<file path="config.mk">
export PLATFORM = sky130hd
export DESIGN_NAME = keycode_report_gen
export DESIGN_NICKNAME = d
export VERILOG_FILES = /design/src/rtl/kc_pkg.sv /design/src/rtl/kc_action_lut.sv /design/src/rtl/keycode_report_gen.sv
export SDC_FILE = /design/constraint.sdc
export NUM_CORES = 1
export LEC_CHECK = 0
export ABC_CLOCK_PERIOD_IN_PS = 7600
export CORE_MARGIN = 2
export CORE_UTILIZATION = 30
export CTS_BUF_LIST = sky130_fd_sc_hd__clkbuf_4
export DETAILED_ROUTE_END_ITERATION = 12
export SYNTH_ARGS = -nofsm -noshare
export SYNTH_HDL_FRONTEND = slang
export SYNTH_SLANG_ARGS = --single-unit
</file>
<file path="constraint.sdc">
create_clock -name Clk -period 7.6 [get_ports Clk]
set_clock_uncertainty 0.1 [all_clocks]
set_input_delay 1.14 -clock Clk [delete_from_list [all_inputs] [get_ports Clk]]
set_output_delay 1.14 -clock Clk [all_outputs]
set_load 0.005 [all_outputs]
</file>
<file path="src/rtl/kc_pkg.sv">
// kc_pkg: shared types and constants for the synthetic keycode report path.
// Holds the game action enum, the raw keyboard codes for both players, the
// slot table geometry and small helpers used by the report generator.
package kc_pkg;

  localparam int NUM_SLOTS  = 4;
  localparam int SLOT_IDX_W = 2;

  typedef enum logic [2:0] {
    UP    = 3'd0,
    DOWN  = 3'd1,
    RIGHT = 3'd2,
    LEFT  = 3'd3,
    PUNCH = 3'd4,
    KICK  = 3'd5
  } action_t;

  // Player 1 raw codes
  localparam logic [7:0] P1_UP    = 8'h1A;
  localparam logic [7:0] P1_DOWN  = 8'h16;
  localparam logic [7:0] P1_RIGHT = 8'h07;
  localparam logic [7:0] P1_LEFT  = 8'h04;
  localparam logic [7:0] P1_PUNCH = 8'h0E;
  localparam logic [7:0] P1_KICK  = 8'h13;

  // Player 2 raw codes
  localparam logic [7:0] P2_UP    = 8'h52;
  localparam logic [7:0] P2_DOWN  = 8'h51;
  localparam logic [7:0] P2_RIGHT = 8'h4F;
  localparam logic [7:0] P2_LEFT  = 8'h50;
  localparam logic [7:0] P2_PUNCH = 8'h37;
  localparam logic [7:0] P2_KICK  = 8'h38;

  // One held-key entry; the hold timer lives beside it because its width is
  // a parameter of the top level.
  typedef struct packed {
    logic       valid;
    logic [7:0] code;
  } slot_t;

  // Byte a slot contributes to the report: empty slots read as 8'h00.
  function automatic logic [7:0] slot_report(input slot_t s);
    return s.valid ? s.code : 8'h00;
  endfunction

  // Lowest set bit index of a slot vector (0 when none is set).
  function automatic logic [SLOT_IDX_W-1:0] lowest_set(input logic [NUM_SLOTS-1:0] v);
    logic [SLOT_IDX_W-1:0] idx;
    idx = '0;
    for (int i = NUM_SLOTS - 1; i >= 0; i--) begin
      idx = v[i] ? SLOT_IDX_W'(i) : idx;
    end
    return idx;
  endfunction

endpackage

</file>
<file path="src/rtl/kc_action_lut.sv">
// kc_action_lut: maps (player, action) to the raw keyboard code that the
// action decoder recognises, plus a legal flag for action ids 6 and 7.
// Ports:
//   pno        in  1  0 = player 1, 1 = player 2
//   action_id  in  3  action_t encoding
//   code       out 8  raw code (8'h00 when illegal)
//   legal      out 1  action_id names a real action
module kc_action_lut
  import kc_pkg::*;
(
  input  logic       pno,
  input  logic [2:0] action_id,
  output logic [7:0] code,
  output logic       legal
);

  // Raw code table, inverse of the decoder's lookup
  always_comb begin
    code  = 8'h00;
    legal = 1'b0;
    case (action_t'(action_id))
      UP:      begin code = pno ? P2_UP    : P1_UP;    legal = 1'b1; end
      DOWN:    begin code = pno ? P2_DOWN  : P1_DOWN;  legal = 1'b1; end
      RIGHT:   begin code = pno ? P2_RIGHT : P1_RIGHT; legal = 1'b1; end
      LEFT:    begin code = pno ? P2_LEFT  : P1_LEFT;  legal = 1'b1; end
      PUNCH:   begin code = pno ? P2_PUNCH : P1_PUNCH; legal = 1'b1; end
      KICK:    begin code = pno ? P2_KICK  : P1_KICK;  legal = 1'b1; end
      default: begin code = 8'h00;                     legal = 1'b0; end
    endcase
  end

endmodule

</file>
<file path="src/rtl/keycode_report_gen.sv">
// keycode_report_gen: builds a 4-slot HID-style keycode report from player
// action events. Keeps a held-key table (lowest-free allocation, no
// compaction, auto-release after HOLD_FRAMES unrefreshed frames) and
// publishes a snapshot of it once per frame.
// Ports:
//   Clk, Reset_n   clock, asynchronous active-low reset
//   frame_tick     one-cycle pulse per video frame (snapshot + timer step)
//   clear          synchronous table flush; also blocks event acceptance
//   action_valid / action_ready   event handshake (ready = !clear)
//   action_pno, action_id, action_press   event payload
//   keycodes       registered report, slot i in bits [8i+7:8i]
//   report_valid   pulses with each keycodes update
//   overflow       sticky: a press was dropped because the table was full
module keycode_report_gen
  import kc_pkg::*;
#(
  parameter int HOLD_FRAMES = 8,
  parameter int TIMER_W     = 4
) (
  input  logic        Clk,
  input  logic        Reset_n,
  input  logic        frame_tick,
  input  logic        clear,
  input  logic        action_valid,
  output logic        action_ready,
  input  logic        action_pno,
  input  logic [2:0]  action_id,
  input  logic        action_press,
  output logic [31:0] keycodes,
  output logic        report_valid,
  output logic        overflow
);

  localparam logic [TIMER_W-1:0] HOLD_T       = TIMER_W'(HOLD_FRAMES);
  localparam logic [TIMER_W-1:0] TIMER_ONE    = TIMER_W'(1);
  localparam bit                 AUTO_RELEASE = (HOLD_FRAMES != 0);

  slot_t                slot_r      [NUM_SLOTS];
  slot_t                slot_nxt_s  [NUM_SLOTS];
  logic [TIMER_W-1:0]   timer_r     [NUM_SLOTS];
  logic [TIMER_W-1:0]   timer_nxt_s [NUM_SLOTS];
  logic [31:0]          keycodes_r;
  logic                 report_valid_r;
  logic                 overflow_r;

  logic [7:0]           code_s;
  logic                 legal_s;
  logic                 accept_s;
  logic                 press_s;
  logic                 release_s;
  logic [NUM_SLOTS-1:0] match_vec_s;
  logic [NUM_SLOTS-1:0] free_vec_s;
  logic                 match_hit_s;
  logic                 free_hit_s;
  logic [SLOT_IDX_W-1:0] match_idx_s;
  logic [SLOT_IDX_W-1:0] free_idx_s;
  logic                 overflow_set_s;
  logic [31:0]          snap_s;

  kc_action_lut u_lut (
    .pno       (action_pno),
    .action_id (action_id),
    .code      (code_s),
    .legal     (legal_s)
  );

  assign action_ready = ~clear;
  assign accept_s     = action_valid & ~clear;
  assign press_s      = accept_s & legal_s & action_press;
  assign release_s    = accept_s & legal_s & ~action_press;

  // Match / free vectors and their priority encoders
  always_comb begin
    match_vec_s = '0;
    free_vec_s  = '0;
    for (int i = 0; i < NUM_SLOTS; i++) begin
      match_vec_s[i] = slot_r[i].valid & (slot_r[i].code == code_s);
      free_vec_s[i]  = ~slot_r[i].valid;
    end
    match_hit_s = |match_vec_s;
    free_hit_s  = |free_vec_s;
    match_idx_s = lowest_set(match_vec_s);
    free_idx_s  = lowest_set(free_vec_s);
  end

  // A press that neither refreshes a held code nor finds a free slot is lost
  assign overflow_set_s = press_s & ~match_hit_s & ~free_hit_s;

  // Per-slot next state: clear > press/refresh > release > tick step
  always_comb begin
    for (int i = 0; i < NUM_SLOTS; i++) begin
      slot_nxt_s[i]  = slot_r[i];
      timer_nxt_s[i] = timer_r[i];
      if (clear) begin
        slot_nxt_s[i].valid = 1'b0;
      end else if (press_s &&
                   ((match_hit_s && (match_idx_s == SLOT_IDX_W'(i))) ||
                    (!match_hit_s && free_hit_s && (free_idx_s == SLOT_IDX_W'(i))))) begin
        // Refresh keeps the code; allocation writes it. Either way no decrement.
        slot_nxt_s[i].valid = 1'b1;
        slot_nxt_s[i].code  = code_s;
        timer_nxt_s[i]      = HOLD_T;
      end else if (release_s && match_hit_s && (match_idx_s == SLOT_IDX_W'(i))) begin
        slot_nxt_s[i].valid = 1'b0;
      end else if (frame_tick && slot_r[i].valid && AUTO_RELEASE) begin
        timer_nxt_s[i]      = timer_r[i] - TIMER_ONE;
        slot_nxt_s[i].valid = (timer_r[i] != TIMER_ONE);
      end else begin
        slot_nxt_s[i]  = slot_r[i];
        timer_nxt_s[i] = timer_r[i];
      end
    end
  end

  // Report image of the table as currently registered
  always_comb begin
    snap_s = 32'h0000_0000;
    for (int i = 0; i < NUM_SLOTS; i++) begin
      snap_s[8*i +: 8] = slot_report(slot_r[i]);
    end
  end

  // Slot table, report register and sticky overflow
  always_ff @(posedge Clk or negedge Reset_n) begin
    if (!Reset_n) begin
      for (int i = 0; i < NUM_SLOTS; i++) begin
        slot_r[i]  <= '0;
        timer_r[i] <= '0;
      end
      keycodes_r     <= 32'h0000_0000;
      report_valid_r <= 1'b0;
      overflow_r     <= 1'b0;
    end else begin
      for (int i = 0; i < NUM_SLOTS; i++) begin
        slot_r[i]  <= slot_nxt_s[i];
        timer_r[i] <= timer_nxt_s[i];
      end
      if (frame_tick) begin
        keycodes_r <= snap_s;
      end else begin
        keycodes_r <= keycodes_r;
      end
      report_valid_r <= frame_tick;
      overflow_r     <= overflow_r | overflow_set_s;
    end
  end

  assign keycodes     = keycodes_r;
  assign report_valid = report_valid_r;
  assign overflow     = overflow_r;

endmodule

</file>
==> reports/results.ini, run 1 <==
[placement]
portBuffers = 40
gp_congestion = 0.855
hpwl_um = 8450

[yosys]
synth.area.top_cells = dfrtp_1 40%, o21ai_0 5.4%, mux2_2 5.4%
synth-seq-cells = 78
yosysWarnings = 0
synth_top_cell_by_area = dfrtp_1
syn_area_per_cell_um2 = 9.20
synth_top_area_share_pct = 40.4
yosysSeqAreaShare_pct = 40.4
synth.distinct_cells = 71
ys.flop_type = dfrtp_1
synth_edf_count = 0
synthArstFlopShare_pct = 100
syn_area_um2 = 4830
synth_cells = 525

[die]
start_util_pct = 30.5
die_area_um2 = 17100
io_pins = 45
fp.dieW_um = 131
die_h_um = 131
rows = 46
core_area_um2 = 15800

[layout]
drive_gt1_share_pct = 11.0
nNetsFinal = 557
area_growth_pct = 14.9

[grt]
grt_remaining_overflow = 0
grt_max_degree = 79
grt_pass1_wl_um = 20400
groute.usage.overall_pct = 15.2
antenna_found_initial = 1
grt_pass1_vias = 3879

[critical_path]
end_kind = flip-flop
cp-start-kind = input pin
critical_path_class = input pin to flip-flop
critical_path_arrival_ns = 5.06
worst_ep_required_time_ns = 7.83
rrSetupSlack_ns = 4.30
rr_endpoint = slot_r[13]$_DFFE_PN0P_
worstPathMaxFanout = 24
worstReg2RegStart = slot_r[3]$_DFFE_PN0P_
worst-r2r-cell-count = 7

[power_and_ir_drop]
p_per_area_nw_per_um2 = 183
p_leak_nw = 2.23
peakVddDrop_mv = 0.0852

[detailed_routing]
finalWirelength_um = 12400
routed_via_density = 5.32
first_iter_violations = 383
drtAntennaViolNets = 0
drcViolationCount = 0
first_pass_iters = 5
wl_per_cell_um = 16.3
vias = 4049

[timing]
relSlewSlack_pct = 30.6
min_period_ns = 4.83
clock.fmax_mhz = 207
period_share_pct = 63.5
setup_viol = 0
rsz0062_at_grt = no
hold_violations = 0
drv_slew = 0
hold_ws_ns = 0.430
max_slew.worst_pin.slew_ns = 1.04
tns_ns = 0

[clocking]
cts-root-buf = clkbuf_4
htreeDepth = 3
clock_latency_ns = 0.44
ctsHoldBuffers = 0
clkSinkCount = 78
cts_setup_buffers = 0
cts_tree = done
clockBufferDepth = 2
cts_buffers = 9
clkTransAtPathRegs_ns = 0.13
cts_resized = 0

[worst_hold_path]
min_to = keycodes[29]$_DFFE_PN0P_
min_delay_path_depth = 2
hold_start = keycodes[29]$_DFFE_PN0P_
worstHoldPathType = flip-flop to flip-flop

[outcome]
outcome = complete, no violations

[run]
drv_cap = 0

-- worst max-delay path by stage --
stage	startpoint	endpoint
3_3_place_gp	action_id[1]	slot_r[27]$_DFFE_PN0P_
6_report	action_id[1]	slot_r[27]$_DFFE_PN0P_
4_1_cts	action_id[1]	slot_r[27]$_DFFE_PN0P_
2_1_floorplan	action_id[1]	slot_r[31]$_DFFE_PN0P_
5_1_grt	action_id[1]	slot_r[27]$_DFFE_PN0P_
3_5_place_dp	action_id[1]	slot_r[27]$_DFFE_PN0P_
-- synth_stat cells (6+ instances only) --
cell,n
nor4b_1,8
o22ai_1,6
buf_4,8
buf_2,17
a21oi_1,14
ha_1,8
nor2b_1,11
nand4_1,6
o21ai_0,52
xnor2_1,9
dfrtp_1,78
inv_1,52
nand3_1,38
a31oi_1,6
and2_1,8
clkbuf_1,16
nor3_1,14
nor2_1,19
nand2_1,11
mux2_1,7
or3_1,8
a211oi_1,8
o211ai_1,10
mux2_2,23
-- cells in the final DEF, fill, tap and decap left out, types with 3 or more instances in the layout --
master and n:
nor2_1 19, o221ai_1 3, dfrtp_1 78, buf_4 6, nor2b_1 11, inv_1 52, nor3_1 14, mux2i_1 3
o22ai_1 6, or3_1 8, o2111ai_1 5, xnor2_1 9, mux2_1 7, nand3b_1 3, conb_1 4, a211oi_1 8
nor4b_1 8, clkdlybuf4s50_1 38, xor2_1 4, ha_1 8, o211ai_1 10, o21a_1 5, o21ai_0 52, mux2_2 23
a31oi_1 6, and3_1 3, nand2_1 11, o31a_1 3, and2_1 8, clkbuf_4 10, a21oi_1 14, a21o_1 5
bufinv_16 5, nand4_1 6, nand2b_1 4, o31ai_1 4, nand3_1 38
-- flip-flops by register name, summed over array words and instances (netlist names) --
signal        flops
slot_r           32
timer_r          16
report_valid      1
overflow          1
keycodes         28
-- layer usage --
metal	part of all wire, %	GRT usage [%]
met1	50	21.7
met3	4.1	3.01
met4	2.2	6.13
met2	44	22.8
met5	0	0
-- stage by stage --
stage / total power, mW / util, % / instance area (um^2) / worst slack, ns / std cells
after floorplan: 0.586 / - / 4840 / 3.99 / 528
after global placement: 0.634 / 33.6 / 5320 / 2.48 / 744
after detailed placement: 0.639 / 33.6 / 5320 / 2.35 / 744
after CTS: 1.03 / 35.1 / 5550 / 2.83 / 760
after global routing: 1.07 / 35.1 / 5550 / 2.58 / 761
final: 1.02 / 35.1 / 5550 / 2.77 / 761
-- power breakdown --
part | internal [mW] | total [mW] | switching [mW]
Combinational | 0.0656 | 0.154 | 0.0888
Clock | 0.236 | 0.385 | 0.149
Sequential | 0.441 | 0.478 | 0.0371
-- kinds of logic after synthesis --
family	synth area share (%)
compound gates	21.4
simple gates	17.3
buf+inv	8.83
flops	40.4
mux	7.61
xor+xnor	2.36
fa+ha+maj	2.07
other cells	0.0776
-- worst max-delay path: stages --
cell             delay, ns
clkdlybuf4s50_1       0.94
buf_4                 0.37
or3b_1                0.49
o211ai_4              0.30
xor2_1                0.18
a211oi_1              0.07
and3_4                0.22
o41a_1                0.43
nor2_2                0.48
mux2_2                0.40
-- final cells by class --
type,instances,area [um^2]
inverters,53,199
diodes,1,2.50
fillers,1593,10300
flip-flops and latches,78,1950
multi-input cells,352,2460
clock inverters,6,158
well taps,216,270
clock buffers,10,75.1
repair buffers,45,430
(Power assumes the default switching activity.)
==> inputs of run 2 (changes only) <==
Settings changed: ABC_CLOCK_PERIOD_IN_PS 7600 to 4800.
Clock period 7.6 ns to 4.8 ns, I/O delays scaled along.
==> reports/results.ini, run 2 (synthesized netlist as in run 1, its figures left out) <==
[grt]
antenna_found_initial = 0  ; was 1
grt_max_degree = 79  ; unchanged
grt_pass1_wl_um = 21200  ; was 20400 um
groute.usage.overall_pct = 15.8  ; was 15.2%
grt_pass1_vias = 3962  ; was 3879
grt_remaining_overflow = 0  ; unchanged

[clocking]
ctsHoldBuffers = 0  ; unchanged
cts_resized = 0  ; unchanged
clkSinkCount = 78  ; unchanged
clkTransAtPathRegs_ns = 0.15  ; was 0.13 ns
cts_tree = done  ; unchanged
htreeDepth = 3  ; unchanged
cts_setup_buffers = 0  ; unchanged
cts-root-buf = clkbuf_4  ; unchanged
clockBufferDepth = 2  ; unchanged
cts_buffers = 9  ; unchanged
clock_latency_ns = 0.47  ; was 0.44 ns

[critical_path]
critical_path_depth = 10  ; unchanged
worst-path-buf-inv = 2  ; unchanged
worst-r2r-cell-count = 8  ; was 7
cp_top_family = simple AND/OR/NAND/NOR gates  ; was buffers and inverters
critical_path.max_stage_delay_ns = 0.77  ; was 0.94 ns
rrSetupSlack_ns = 1.71  ; was 4.30 ns
rr_endpoint = slot_r[22]$_DFFE_PN0P_  ; was slot_r[13]$_DFFE_PN0P_
worstSetupStartpoint = action_pno  ; was action_id[1]
worstReg2RegStart = slot_r[5]$_DFFE_PN0P_  ; was slot_r[3]$_DFFE_PN0P_
critical_path_arrival_ns = 4.33  ; was 5.06 ns
worst_ep_required_time_ns = 5.06  ; was 7.83 ns
crit_chain = clkdlybuf4s50_1, buf_4, nor2b_1, a311o_1, o21ai_0, or3_1, nor3_1, nor4b_1, o21bai_2, mux2_2  ; was clkdlybuf4s50_1, buf_4, or3b_1, o211ai_4, xor2_1, a211oi_1, and3_4, o41a_1, nor2_2, mux2_2
worstPathMaxFanout = 15  ; was 24
cp-start-kind = input pin  ; unchanged
critical_path_class = input pin to flip-flop  ; unchanged
slowest_stage = clkdlybuf4s50_1  ; unchanged
end_kind = flip-flop  ; unchanged

[layout]
drive_gt1_share_pct = 13.1  ; was 11.0%
top_register = slot_r  ; unchanged
fill_cells = 1648  ; was 1593
largest_register_ffs = 32  ; unchanged
final_common_cell = dfrtp_1  ; unchanged
area_growth_pct = 15.6  ; was 14.9%
nNetsFinal = 570  ; was 557
antenna_cells = 0  ; was 1
final_cell_mix = 78 x dfrtp_1, 52 x inv_1, 52 x o21ai_0, 38 x nand3_1, 38 x clkdlybuf4s50_1  ; unchanged

[detailed_routing]
wl_per_cell_um = 16.7  ; was 16.3 um
vias = 4059  ; was 4049
drtAntennaViolNets = 0  ; unchanged
routed_via_density = 5.25  ; was 5.32
drcViolationCount = 0  ; unchanged
first_pass_iters = 4  ; was 5
first_iter_violations = 289  ; was 383
finalWirelength_um = 12900  ; was 12400 um

[die]
rows = 46  ; unchanged
fp.dieW_um = 131  ; unchanged
io_pins = 45  ; unchanged
die_area_um2 = 17100  ; unchanged
start_util_pct = 30.5  ; unchanged
core_area_um2 = 15800  ; unchanged
die_h_um = 131  ; unchanged

[power_and_ir_drop]
p_comb_share_pct = 16.9  ; was 15.2%
p_clk_share_pct = 32.5  ; was 37.9%
peakVddDrop_mv = 0.121  ; was 0.0852 mV
p_per_area_nw_per_um2 = 268  ; was 183 nW/um^2
p_int_mw = 1.03  ; was 0.743 mW
switching_share_pct = 31.4  ; was 27.0%
pwr-share-seq_pct = 50.6  ; was 47.0%
power.switching_mw = 0.469  ; was 0.275 mW
p_leak_nw = 2.27  ; was 2.23 nW

[timing]
setup_viol = 0  ; unchanged
tns_ns = 0  ; unchanged
max_slew.worst_pin.slew_ns = 1.02  ; was 1.04 ns
relSlewSlack_pct = 31.7  ; was 30.6%
rsz0062_at_grt = no  ; unchanged
min_period_ns = 4.07
hold_violations = 0  ; unchanged
clock.fmax_mhz = 246
setup_ws_ns = 0.730  ; was 2.77 ns
period_share_pct = 84.8
drv_slew = 0  ; unchanged

[placement]
gp_congestion = 0.895  ; was 0.855
post-place-ws_ns = 0.301  ; was 2.35 ns
hpwl_um = 8960  ; was 8450 um
portBuffers = 40  ; unchanged

[run]
drv_cap = 0  ; unchanged

[worst_hold_path]
worstHoldPathType = input pin to async pin  ; was flip-flop to flip-flop

[outcome]
outcome = complete, no violations  ; unchanged

run 2: cell types whose count changed in the layout (fill, tap and decap cells not counted):
cell	before	now
buf_4	6	19
bufinv_16	5	2
inv_6	0	3
clkinv_4	0	2
clkbuf_4	10	9
clkinvlp_4	1	0
diode_2	1	0
run 2: worst max-delay path by stage:
stage,to,slack (ns)
after floorplan,slot_r[31]$_DFFE_PN0P_,1.61
after global placement,slot_r[22]$_DFFE_PN0P_,0.35
after detailed placement,slot_r[19]$_DFFE_PN0P_,0.30
after CTS,slot_r[22]$_DFFE_PN0P_,0.82
after global routing,slot_r[23]$_DFFE_PN0P_,0.55
final,slot_r[22]$_DFFE_PN0P_,0.73
run 2: metal layers:
layer	vias to the layer above	routed length, um	global-route usage, %
met5	-	0	0
li1	1939	-	-
met1	1995	6180	22.0
met2	102	5760	24.6
met4	0	332	6.51
met3	23	610	2.57
run 2: power by group through the flow:
stage | Clock (mW) | Combinational, mW | Sequential (mW)
2_1_floorplan | 0 | 0.189 | 0.740
3_3_place_gp | 0 | 0.244 | 0.766
3_5_place_dp | 0 | 0.253 | 0.768
4_1_cts | 0.506 | 0.254 | 0.755
5_1_grt | 0.533 | 0.283 | 0.765
6_report | 0.487 | 0.253 | 0.757
run 2: per-stage QoR:
stage               hold WS, ns  util, %  std cells  power (mW)  area, um^2
floorplan                 0.324        -        528       0.928        4840
global placement          0.410     34.2        757        1.01        5410
detailed placement        0.415     34.2        757        1.02        5410
CTS                       0.330     35.3        773        1.51        5580
global route              0.373     35.3        773        1.58        5580
finish                    0.296     35.3        773        1.50        5580
run 2: area by class of cell:
cell class	instances	area, um^2	area share, %
inverter	53	199	3.56
clock buffer	9	67.6	1.21
sequential	78	1950	35.0
tap	216	270	4.84
multi-input combinational	352	2460	44.1
clock inverter	7	104	1.86
timing repair buffer	58	528	9.46
